[src/rtl/alu_ctrl_pkg.sv]
// Shared definitions for the ALU control sequencer.
// Holds the funct codes, the HiLo-write control code, the FSM state
// encoding and the decode helpers used by alu_ctrl_seq.
package alu_ctrl_pkg;

  // Supported funct codes
  localparam logic [5:0] F_AND   = 6'd36;
  localparam logic [5:0] F_OR    = 6'd37;
  localparam logic [5:0] F_ADD   = 6'd32;
  localparam logic [5:0] F_SUB   = 6'd34;
  localparam logic [5:0] F_SLT   = 6'd42;
  localparam logic [5:0] F_SLL   = 6'd0;
  localparam logic [5:0] F_MULTU = 6'd25;
  localparam logic [5:0] F_DIVU  = 6'd27;

  // Control code written on the HiLo cycle, and the idle code
  localparam logic [5:0] C_HILO = 6'b111111;
  localparam logic [5:0] C_NOP  = 6'b000000;

  // FSM state encoding
  localparam logic [1:0] S_IDLE = 2'd0;
  localparam logic [1:0] S_RUN  = 2'd1;
  localparam logic [1:0] S_HILO = 2'd2;

  // True for ops that go through the RUN/HILO sequence
  function automatic logic is_multicycle(input logic [5:0] funct,
                                         input logic       enable_div);
    return (funct == F_MULTU) || (enable_div && (funct == F_DIVU));
  endfunction

  // True for ops that complete in a single cycle
  function automatic logic is_single(input logic [5:0] funct);
    case (funct)
      F_AND, F_OR, F_ADD, F_SUB, F_SLT, F_SLL: return 1'b1;
      default:                                 return 1'b0;
    endcase
  endfunction

endpackage

[src/rtl/alu_iter_counter.sv]
// Iteration counter for multi-cycle ops.
// Ports:
//   clk, reset : clock, asynchronous active-high reset
//   clr        : force count to 0 (highest priority)
//   start      : load 1 (first RUN cycle of a new op)
//   inc        : count up by one
//   cnt        : current count
//   tc         : terminal count, high when cnt == ITER
module alu_iter_counter #(
  parameter int ITER  = 32,
  parameter int CNT_W = 7
) (
  input  logic             clk,
  input  logic             reset,
  input  logic             clr,
  input  logic             start,
  input  logic             inc,
  output logic [CNT_W-1:0] cnt,
  output logic             tc
);

  // NOTE: sequential state uses non-blocking assignments so every register
  // samples pre-edge values regardless of block ordering.
  always_ff @(posedge clk or posedge reset) begin
    if (reset) begin
      cnt <= '0;
    end else if (clr) begin
      cnt <= '0;
    end else if (start) begin
      cnt <= CNT_W'(1);
    end else if (inc) begin
      cnt <= cnt + CNT_W'(1);
    end
  end

  // The controller clears on tc, so the count never passes ITER.
  assign tc = (cnt == CNT_W'(ITER));

endmodule

[src/rtl/alu_ctrl_seq.sv]
// ALU control sequencer.
// Registers the funct code onto the four per-unit control buses and
// sequences MULTU/DIVU through ITER RUN cycles followed by one HILO cycle
// that presents the HiLo-write code.
// Ports:
//   clk, reset          : clock, asynchronous active-high reset
//   valid, funct        : funct code presented; sampled only in IDLE
//   ctrl_alu/sht/div/mux: registered control buses (always equal)
//   busy                : multi-cycle op in RUN or HILO
//   done, hilo_we       : one-cycle pulses coincident with HILO
//   illegal             : one-cycle pulse for an unsupported funct
//   iter_cnt            : current iteration count
module alu_ctrl_seq
  import alu_ctrl_pkg::*;
#(
  parameter int ITER       = 32,
  parameter int CNT_W      = 7,
  parameter bit ENABLE_DIV = 1'b1
) (
  input  logic             clk,
  input  logic             reset,
  input  logic             valid,
  input  logic [5:0]       funct,
  output logic [5:0]       ctrl_alu,
  output logic [5:0]       ctrl_sht,
  output logic [5:0]       ctrl_div,
  output logic [5:0]       ctrl_mux,
  output logic             busy,
  output logic             done,
  output logic             hilo_we,
  output logic             illegal,
  output logic [CNT_W-1:0] iter_cnt
);

  logic [1:0] state;
  logic [5:0] ctrl_q;
  logic       cnt_clr;
  logic       cnt_start;
  logic       cnt_inc;
  logic       cnt_tc;
  logic       accept_mc;

  // NOTE: every signal written in always_comb gets a default first, so no
  // path leaves it unassigned and no latch is inferred.
  always_comb begin
    accept_mc = 1'b0;
    cnt_start = 1'b0;
    cnt_inc   = 1'b0;
    cnt_clr   = 1'b0;
    if (state == S_IDLE) begin
      accept_mc = valid && is_multicycle(funct, ENABLE_DIV);
      cnt_start = accept_mc;
    end else if (state == S_RUN) begin
      cnt_inc = !cnt_tc;
      cnt_clr = cnt_tc;
    end
  end

  alu_iter_counter #(
    .ITER  (ITER),
    .CNT_W (CNT_W)
  ) u_iter_counter (
    .clk   (clk),
    .reset (reset),
    .clr   (cnt_clr),
    .start (cnt_start),
    .inc   (cnt_inc),
    .cnt   (iter_cnt),
    .tc    (cnt_tc)
  );

  always_ff @(posedge clk or posedge reset) begin
    if (reset) begin
      state   <= S_IDLE;
      ctrl_q  <= C_NOP;
      busy    <= 1'b0;
      done    <= 1'b0;
      hilo_we <= 1'b0;
      illegal <= 1'b0;
    end else begin
      // Pulses default low; only the cycle that raises them keeps them high.
      done    <= 1'b0;
      hilo_we <= 1'b0;
      illegal <= 1'b0;
      case (state)
        S_IDLE: begin
          if (valid) begin
            if (accept_mc) begin
              ctrl_q <= funct;
              busy   <= 1'b1;
              state  <= S_RUN;
            end else if (is_single(funct)) begin
              ctrl_q <= funct;
            end else begin
              illegal <= 1'b1;
            end
          end
        end
        S_RUN: begin
          if (cnt_tc) begin
            ctrl_q  <= C_HILO;
            hilo_we <= 1'b1;
            done    <= 1'b1;
            state   <= S_HILO;
          end
        end
        S_HILO: begin
          // Drop the HiLo code after one cycle; valid is ignored here.
          ctrl_q <= C_NOP;
          busy   <= 1'b0;
          state  <= S_IDLE;
        end
        default: begin
          ctrl_q <= C_NOP;
          busy   <= 1'b0;
          state  <= S_IDLE;
        end
      endcase
    end
  end

  // One register fans out to all four units.
  assign ctrl_alu = ctrl_q;
  assign ctrl_sht = ctrl_q;
  assign ctrl_div = ctrl_q;
  assign ctrl_mux = ctrl_q;

endmodule
[config.mk]
export PLATFORM = sky130hd
export DESIGN_NAME = alu_ctrl_seq
export DESIGN_NICKNAME = d
export VERILOG_FILES = /design/src/rtl/alu_ctrl_pkg.sv /design/src/rtl/alu_iter_counter.sv /design/src/rtl/alu_ctrl_seq.sv
export SDC_FILE = /design/constraint.sdc
export NUM_CORES = 1
export LEC_CHECK = 0
export BUFFER_PORTS_ARGS = -buffer_cell sky130_fd_sc_hd__buf_4
export CORE_MARGIN = 3
export CORE_UTILIZATION = 43
export CTS_CLUSTER_DIAMETER = 60
export DETAILED_ROUTE_END_ITERATION = 12
export HOLD_SLACK_MARGIN = 0.05
export PLACE_DENSITY = 0.75
export SLEW_MARGIN = 15
export SYNTH_ARGS = -nofsm -noshare
export SYNTH_HDL_FRONTEND = slang
export SYNTH_HIERARCHICAL = 1
export SYNTH_SLANG_ARGS = --single-unit
[constraint.sdc]
create_clock -name clk -period 2.12 [get_ports clk]
set_input_delay 0.106 -clock clk [delete_from_list [all_inputs] [get_ports clk]]
set_output_delay 0.106 -clock clk [all_outputs]
set_load 0.005 [all_outputs]
# ---- Yosys cells after proc, flatten, opt, wreduce, memory -nomap -nowiden
# Index checks and enable logic that the tools add are counted.
dict set report totals {
  ff_bits 18
  elab_cells 61
}
dict set report classes {
  n_reduce_logical 10
  mux 30
  n_addsub 1
  bitwise 1
  eq_ne 13
}
# operator count
set op_table {}
lappend op_table {{equality test 6 bit, second input constant} 5}
lappend op_table {{2-to-1 mux 6 bit} 4}
lappend op_table {{2-to-1 mux 7 bit} 3}
lappend op_table {{2-to-1 mux 1 bit} 17}
lappend op_table {{equality test 6 x 5 -> 1 bit, second input constant} 2}
lappend op_table {{case mux 6 bit (2 select lines)} 1}
lappend op_table {{AND reduction 3 bit} 3}
lappend op_table {{adder 7 x 1 -> 7 bit, second input constant} 1}
lappend op_table {{equality test 7 x 6 -> 1 bit, second input constant} 1}
lappend op_table {{zero test 6 bit} 1}
lappend op_table {{2-to-1 mux 2 bit} 3}
lappend op_table {{!= test 2 bit, second input constant} 3}
lappend op_table {{OR reduction 6 bit} 1}
lappend op_table {{case mux 2 bit (2 select lines)} 1}
lappend op_table {{!= test 3 x 2 -> 1 bit, second input constant} 1}
lappend op_table {{nonzero test 3 bit} 1}
lappend op_table {{equality test 2 x 1 -> 1 bit, second input constant} 1}
lappend op_table {{zero test 2 bit} 1}
lappend op_table {{case mux 1 bit (2 select lines)} 1}
lappend op_table {{logical AND 1 bit} 1}
lappend op_table {{zero test 1 bit} 1}
lappend op_table {{logical OR 1 bit} 1}
lappend op_table {{NOT 1 bit} 1}

# ---- Longest topological paths before layout
# Gate-level depths: netlist of the first run.
dict set report logic_depth {
  word_depth 11
  depth_mapped 8
}

# ---- By module
# Netlist of the first run, hierarchy kept.
# module n_inst cells_each area_each_um2
set modules_own_cells {}
lappend modules_own_cells {alu_ctrl_seq 1 82 777.0}
lappend modules_own_cells {alu_iter_counter 1 38 361.6}

# ---- Worst setup path after synthesis of the first run
# OpenSTA, ideal clock, no wires.
dict set report synth_path {
  path_kind {register to register}
  startpoint {register u_iter_counter.cnt[0]}
  endpoint {register u_iter_counter.cnt[6]}
  required_ps 2042
  setup_slack_ps 97
  path_stages_with_launch 9
  path_buffers 0
  arrival_ps 1946
  cell_sequence {dfrtp_1 > inv_1 > ha_1 > nand4bb_1 > nor3_1 > nor3_1 > nand4_1 > or3_1 > a21oi_1}
}
dict set report synth_between {
  elab_chain_len 5
  word_cells_on_any_way 11
  classes_between {1 x add/sub; 1 x eq/ne; 7 x mux; 2 x reduce/logical}
}
# element line_no
set synth_lines {}
lappend synth_lines {{start, declared} alu_iter_counter.sv:18} ;# output logic [CNT_W-1:0] cnt,
lappend synth_lines {{start signal, assigned} alu_iter_counter.sv:32} ;# cnt <= cnt + CNT_W'(1);
lappend synth_lines {{equality test 7 x 6 -> 1 bit} alu_iter_counter.sv:37} ;# assign tc = (cnt == CNT_W'(ITER));
lappend synth_lines {{net cnt_tc} alu_ctrl_seq.sv:40} ;# logic cnt_tc;
lappend synth_lines {{zero test 1 bit} alu_ctrl_seq.sv:54} ;# cnt_inc = !cnt_tc;
lappend synth_lines {{2-to-1 mux 1 bit} alu_ctrl_seq.sv:53} ;# end else if (state == S_RUN) begin
lappend synth_lines {{2-to-1 mux 1 bit} alu_ctrl_seq.sv:50} ;# if (state == S_IDLE) begin
lappend synth_lines {{net cnt_inc} alu_ctrl_seq.sv:39} ;# logic cnt_inc;
lappend synth_lines {{nonzero test 3 bit (no line)} -}
# The timed path passes the listed nets, and every way through them passes these cells. The select of a mux whose other input is x is not followed.
# A chain may end at the register's enable or synchronous reset.

# ---- Worst setup path in the final report of the first run
dict set report layout_path {
  startpoint {register u_iter_counter.cnt[0]}
  endpoint {register u_iter_counter.cnt[5]}
}
# Same word-level chain as after synthesis.

==> results.ini, run 1 <==
[cells_and_area]
fin_cells=180
seqCellArea_um2=452
utilization_pct=57.4
final_cell_area_mm2=0.00143
layout_commonest_cell=buf_4
multi_input_area_um2=513
mostFrequentLayoutCells=buf_4 (46), dfrtp_1 (17), nor2_1 (13)
nets=162
area_growth_pct=25.9
diodes=0
final_layout_size_suffix_gt1_share_pct=42.0
fillers=242

[floorplan]
coreArea_mm2=0.00250
ioPinCount=44
start_util_pct=45.5
fp-row-count=18
dieArea_mm2=0.00330
die_w_um=57.5
die_h_um=57.5

[grt]
grt_max_degree=16
grt_usage_pct=14.4
busiest_layer=met2
grt_util_met3_pct=2.26
antenna_found_initial=0
use_met1_pct=17.4
grt_pass1_vias=883
grt_overflow_total=0
use_met2_pct=25.6
grt_pass1_wl_um=3830

[clock_tree]
cts_tree=done
cts_inserted_buffers=3
cts_max_path_buffers=2
cts.clk_slew.worst_paths_ns=0.10
cts.sinks=18
clock-root-buffer=clkbuf_4
clock_latency_ns=0.29
postCtsSetupBuffers=0
cts.htree.levels=1

[logic_synthesis]
yosysSeqAreaShare_pct=39.6
async_flop_share_pct=100
syn-cell-area_mm2=0.00114
synthesis.nets=131
synth_warnings=6
yosysTopAreaCell=dfrtp_1
synthTopCellsByArea=dfrtp_1 (40%), buf_4 (13%), nor2_1 (4.3%), nor3_1 (3.5%), xor2_1 (3.1%)
ys_seq_elements=18
ys_types=35
syn_area_per_cell_um2=9.49
yosys.area.top_type_share_pct=39.6
synth_ff_type=dfrtp_1
synth_enable_flop_cells=0
netlist_instances=120

[timing]
slew_viol_final=0
period_minus_slack_ns=1.90
fin_crit_sh_pct=89.5
final.setup_skew_ns=0.00288
fmax_mhz=527
rsz0062_at_grt=false
setup_viol=0
fin_tns_setup_ns=0
maxSlewHeadroom_pct=65.5
hold_violations=0
whs_ns=0.244
tightest_slew_ns=0.508

[worst_hold_path]
worstHoldStart=funct[1]
hp-class=primary input to register

[power]
p_leak_nw=0.687
power.density_mw_per_mm2=1310
vdd_drop_max_mv=0.781

[route]
wire_per_inst_um=12.8
drtPass1Iterations=4
ant_nets=0
viasPerCell=5.12
totalWireLength_um=2300
via_count=922
drtIter0Drc=7
drc_errors=0

[run_status]
status=finished clean

[flow_run]
drv_cap=0

[critical_path]
setup.worst_path.end=u_iter_counter/cnt[5]
rrSetupSlack_ns=0.22
cp_max_fo=5
cp.required_ns=2.34
arrival_ns=2.12
worst-setup-path-type=register to register
rr_worst_depth=8
start_kind=register
endpoint_kind=register
crit_start=u_iter_counter/cnt[0]
r2r_start=u_iter_counter/cnt[0]
r2r-end=u_iter_counter/cnt[5]

[placed_design]
dpl_cell_area_mm2=0.00137
placed_cells=174
dp_hpwl_um=1790
gp_congestion=0.806
io_buffers=43

## through the flow
step / total power [mW] / setup slack [ns]
after floorplan: 1.31 / 0.0968
after global placement: 1.65 / 0.197
after detailed placement: 1.68 / 0.0597
after CTS: 1.90 / 0.0298
after global routing: 2.05 / 0.0156
final: 1.88 / 0.222
## worst max-delay path, stage by stage (launching register included)
cell and delay (ns):
dfrtp_2 0.42, inv_1 0.06, ha_1 0.20, nand4bb_1 0.11, nor3_2 0.08, nor3_2 0.23, nand4_1 0.21, or3_1 0.38
a21oi_1 0.14
## power by group
| group | switching (mW) | internal, mW |
|---|---|---|
| Combinational | 0.406 | 0.598 |
| Clock | 0.102 | 0.105 |
| Sequential | 0.179 | 0.494 |
## cell type report
cell class / count / share of cell area, %
clock buffers: 4 / 2.53
inverters: 8 / 2.09
multi-input cells: 72 / 35.8
flip-flops and latches: 18 / 31.5
well taps: 30 / 2.62
repair buffers: 48 / 25.5
## what timing repair did
action	CTS	global route
hold buffers	2	0
resized for setup	0	3
endpoints found under the hold margin	19	0
setup endpoints to repair	0	7
## routing by layer
metal  part of all wire [%]  vias up  wire length, um
met2                     51       30             1160
met5                      0        -                0
li1                       -      452                -
met4                    1.1        0               25
met3                    6.4        4              146
met1                     42      436              963
## worst min-delay path by stage
stage | end | slack, ns | cells past startpoint
global placement | u_iter_counter/cnt[6] | 0.06 | 2
CTS | ctrl_alu[1] | 0.24 | 4
finish | ctrl_alu[1] | 0.24 | 4
floorplan | u_iter_counter/cnt[0] | -0.09 | 1
detailed placement | u_iter_counter/cnt[6] | 0.07 | 2
global route | ctrl_alu[1] | 0.27 | 4
## synthesized netlist by cell type (2+ instances only)
library cell / instances
inv_1: 8
nor2_1: 13
nand4_1: 2
o21ai_0: 5
nor2b_1: 2
a21oi_1: 3
o211ai_1: 2
nor3b_1: 3
dfrtp_1: 18
ha_1: 2
buf_4: 19
nand2_1: 3
or3_1: 2
xor2_1: 4
nand4bb_1: 2
clkbuf_1: 2
nand3b_1: 2
a22o_1: 3
nor3_1: 8
or2_2: 2
## registers in the layout, indices dropped and copies added (netlist names)
register and flops:
illegal 1, busy 1, ctrl_alu 6, state 2
u_iter_counter/cnt 7, hilo_we 1
## cells by family after synthesis
| family | after synthesis | share of synthesized area [%] |
|---|---|---|
| and+or+nand+nor | 45 | 23.3 |
| muxes | 2 | 2.09 |
| AOI/OAI and AO/OA | 19 | 13.5 |
| adders and majority gates | 2 | 2.20 |
| DFF | 18 | 39.6 |
| xor gates and xnor gates | 4 | 3.08 |
| buffers and inverters | 30 | 16.3 |
No activity file was read; power rests on OpenSTA's default activity.
==> run 2: changes to the inputs <==
--- a/config.mk
+++ b/config.mk
@@ -7,12 +7,13 @@
 export LEC_CHECK = 0
 export BUFFER_PORTS_ARGS = -buffer_cell sky130_fd_sc_hd__buf_4
 export CORE_MARGIN = 3
-export CORE_UTILIZATION = 43
+export CORE_UTILIZATION = 45
+export CTS_BUF_LIST = sky130_fd_sc_hd__clkbuf_2
 export CTS_CLUSTER_DIAMETER = 60
 export DETAILED_ROUTE_END_ITERATION = 12
 export HOLD_SLACK_MARGIN = 0.05
-export PLACE_DENSITY = 0.75
-export SLEW_MARGIN = 15
+export PLACE_DENSITY = 0.77
+export SLEW_MARGIN = 10
 export SYNTH_ARGS = -nofsm -noshare
 export SYNTH_HDL_FRONTEND = slang
 export SYNTH_HIERARCHICAL = 1
==> run 2 against run 1 <==
- worst setup slack gained 0.013 ns
- sequential power shrank 1%
- non-clock buffer count is the same
- clock skew grew 0.0059 ns
- die area shrank 4.0%
- first-iteration DRC count grew to 2.9 times the previous value
- critical path type unchanged
- highest routed layer unchanged
==> results.ini, run 2 (synthesis gave the netlist of run 1 again) <==
[run_status]
status=finished clean

[cells_and_area]
mostFrequentLayoutCells=buf_4 (46), dfrtp_1 (18), nor2_1 (13)
diodes=0  ; unchanged
layout_commonest_cell=buf_4
largest_reg_flops=7  ; unchanged
area_growth_pct=24.1
regMostFlops=u_iter_counter/cnt
nets=162  ; unchanged
utilization_pct=61.5  ; +4.1 points
final_layout_size_suffix_gt1_share_pct=40.7  ; -1.3 points
fin_cells=178  ; -1.1%

[grt]
grt_pass1_vias=900  ; +1.9%
grt_pass1_wl_um=4130  ; +7.8%
grt_overflow_total=0  ; unchanged
antenna_found_initial=0  ; unchanged
grt_max_degree=16  ; unchanged
grt_usage_pct=16.3  ; +1.9 points

[clock_tree]
cts_max_path_buffers=2  ; unchanged
cts_inserted_buffers=3  ; unchanged
cts.sinks=18  ; unchanged
cts_tree=done
clock_latency_ns=0.31  ; +0.02 ns
postCtsSetupBuffers=0  ; unchanged
cts.clk_slew.worst_paths_ns=0.17  ; +0.07 ns
clock-root-buffer=clkbuf_2
cts.htree.levels=1  ; unchanged

[route]
wire_per_inst_um=13.3  ; +4.5%
drc_errors=0  ; unchanged
totalWireLength_um=2370  ; +3.3%
drtPass1Iterations=4  ; unchanged
via_count=920  ; -0.22%
drtIter0Drc=20  ; +13
ant_nets=0  ; unchanged
viasPerCell=5.17  ; +0.90%

[flow_run]
drv_cap=0  ; unchanged

[placed_design]
gp_congestion=0.837  ; +3.8%
placed_cells=172  ; -1.1%
dp_hpwl_um=1840  ; +2.6%
io_buffers=43  ; unchanged

[timing]
final.setup_skew_ns=0.00877  ; +0.00589 ns
period_minus_slack_ns=1.89  ; -0.0129 ns
setup_viol=0  ; unchanged
slew_viol_final=0  ; unchanged
hold_violations=0  ; unchanged
fin_tns_setup_ns=0  ; unchanged
fin_crit_sh_pct=88.9  ; -0.61 points
tightest_slew_ns=0.503  ; -0.00468 ns
fmax_mhz=530  ; +0.68%
rsz0062_at_grt=false
maxSlewHeadroom_pct=65.8  ; +0.32 points

[power]
p_total_mw=1.82  ; -3.2%
power.density_mw_per_mm2=1290  ; -1.8%
p_leak_nw=0.681  ; -0.87%
vdd_drop_max_mv=0.801  ; +2.5%

[critical_path]
r2r_start=u_iter_counter/cnt[0]
cp.required_ns=2.38  ; +0.04 ns
slowest_delay_ns=0.45  ; +0.03 ns
crit_start=u_iter_counter/cnt[0]
endpoint_kind=register
arrival_ns=2.14  ; +0.02 ns
worst-setup-path-type=register to register
start_kind=register
cp_max_fo=5  ; unchanged
cp_cell_sequence=inv_1, ha_1, nand4bb_1, nor3_2, nor3_2, nand4_1, or3_1, a21oi_1
worst_path_most_repeated_cell=nor3_2
slowest_stage=dfrtp_1

[worst_hold_path]
worstHoldStart=funct[3]
hp-class=primary input to register

[floorplan]
dieArea_mm2=0.00317  ; -4.0%
die_w_um=56.3  ; -2.0%
coreArea_mm2=0.00230  ; -8.1%
start_util_pct=49.6  ; +4.0 points
fp-row-count=17  ; -1
die_h_um=56.3  ; -2.0%
ioPinCount=44  ; unchanged

run 2: metal layers:
| layer | up-vias | wire (um) | track usage (%) |
|---|---|---|---|
| met5 | - | 0 | 0 |
| met4 | 0 | 36 | 7.12 |
| met3 | 3 | 118 | 3.22 |
| met2 | 28 | 1190 | 28.9 |
| met1 | 434 | 1030 | 18.8 |
| li1 | 455 | - | - |
run 2: where the power goes:
part | switching [mW] | internal (mW)
registers | 0.173 | 0.491
clock network | 0.109 | 0.0410
logic | 0.412 | 0.597
run 2: area by class of cell:
type                            count  area, um2
Sequential cell                    18        450
Multi-Input combinational cell     72        513
Clock inverter                      1       3.75
Clock buffer                        3       15.0
Inverter                            8       30.0
Tap cell                           28       35.0
Fill cell                         198        885
Timing Repair Buffer               48        365
run 2: path summary, 6_finish.rpt:
kind | to | cells after the start | slack [ns]
setup / recovery | u_iter_counter/cnt[5] | 8 | 0.23
hold / removal | ctrl_alu[3] | 5 | 0.23
setup reg to reg | u_iter_counter/cnt[5] | 8 | 0.23
hold reg to reg | busy | 1 | 0.53
max in group asynchronous | busy | 3 | 1.48
min in group asynchronous | u_iter_counter/cnt[4] | 3 | 0.26
run 2: worst max-delay path, delay by kind of cell (launching register included):
kind,cells,cell delay [ns]
compound gates,1,0.14
fa+ha+maj,1,0.19
flops,1,0.45
buf+inv,1,0.06
simple gates,5,1.00
run 2: per-stage QoR:
stage / cell area, um2 / hold slack [ns] / worst slack (ns)
floorplan: 1140 / -0.0906 / 0.0968
global placement: 1360 / 0.0591 / 0.217
detailed placement: 1360 / 0.0648 / 0.125
CTS: 1400 / 0.210 / 0.101
global route: 1410 / 0.222 / 0.0709
finish: 1410 / 0.226 / 0.235
run 2: repair_timing:
item	4_1_cts	5_1_grt
endpoints found under the hold margin	19	0
hold buffers	2	0
endpoints found under the setup margin	0	8
gates resized for setup	0	2
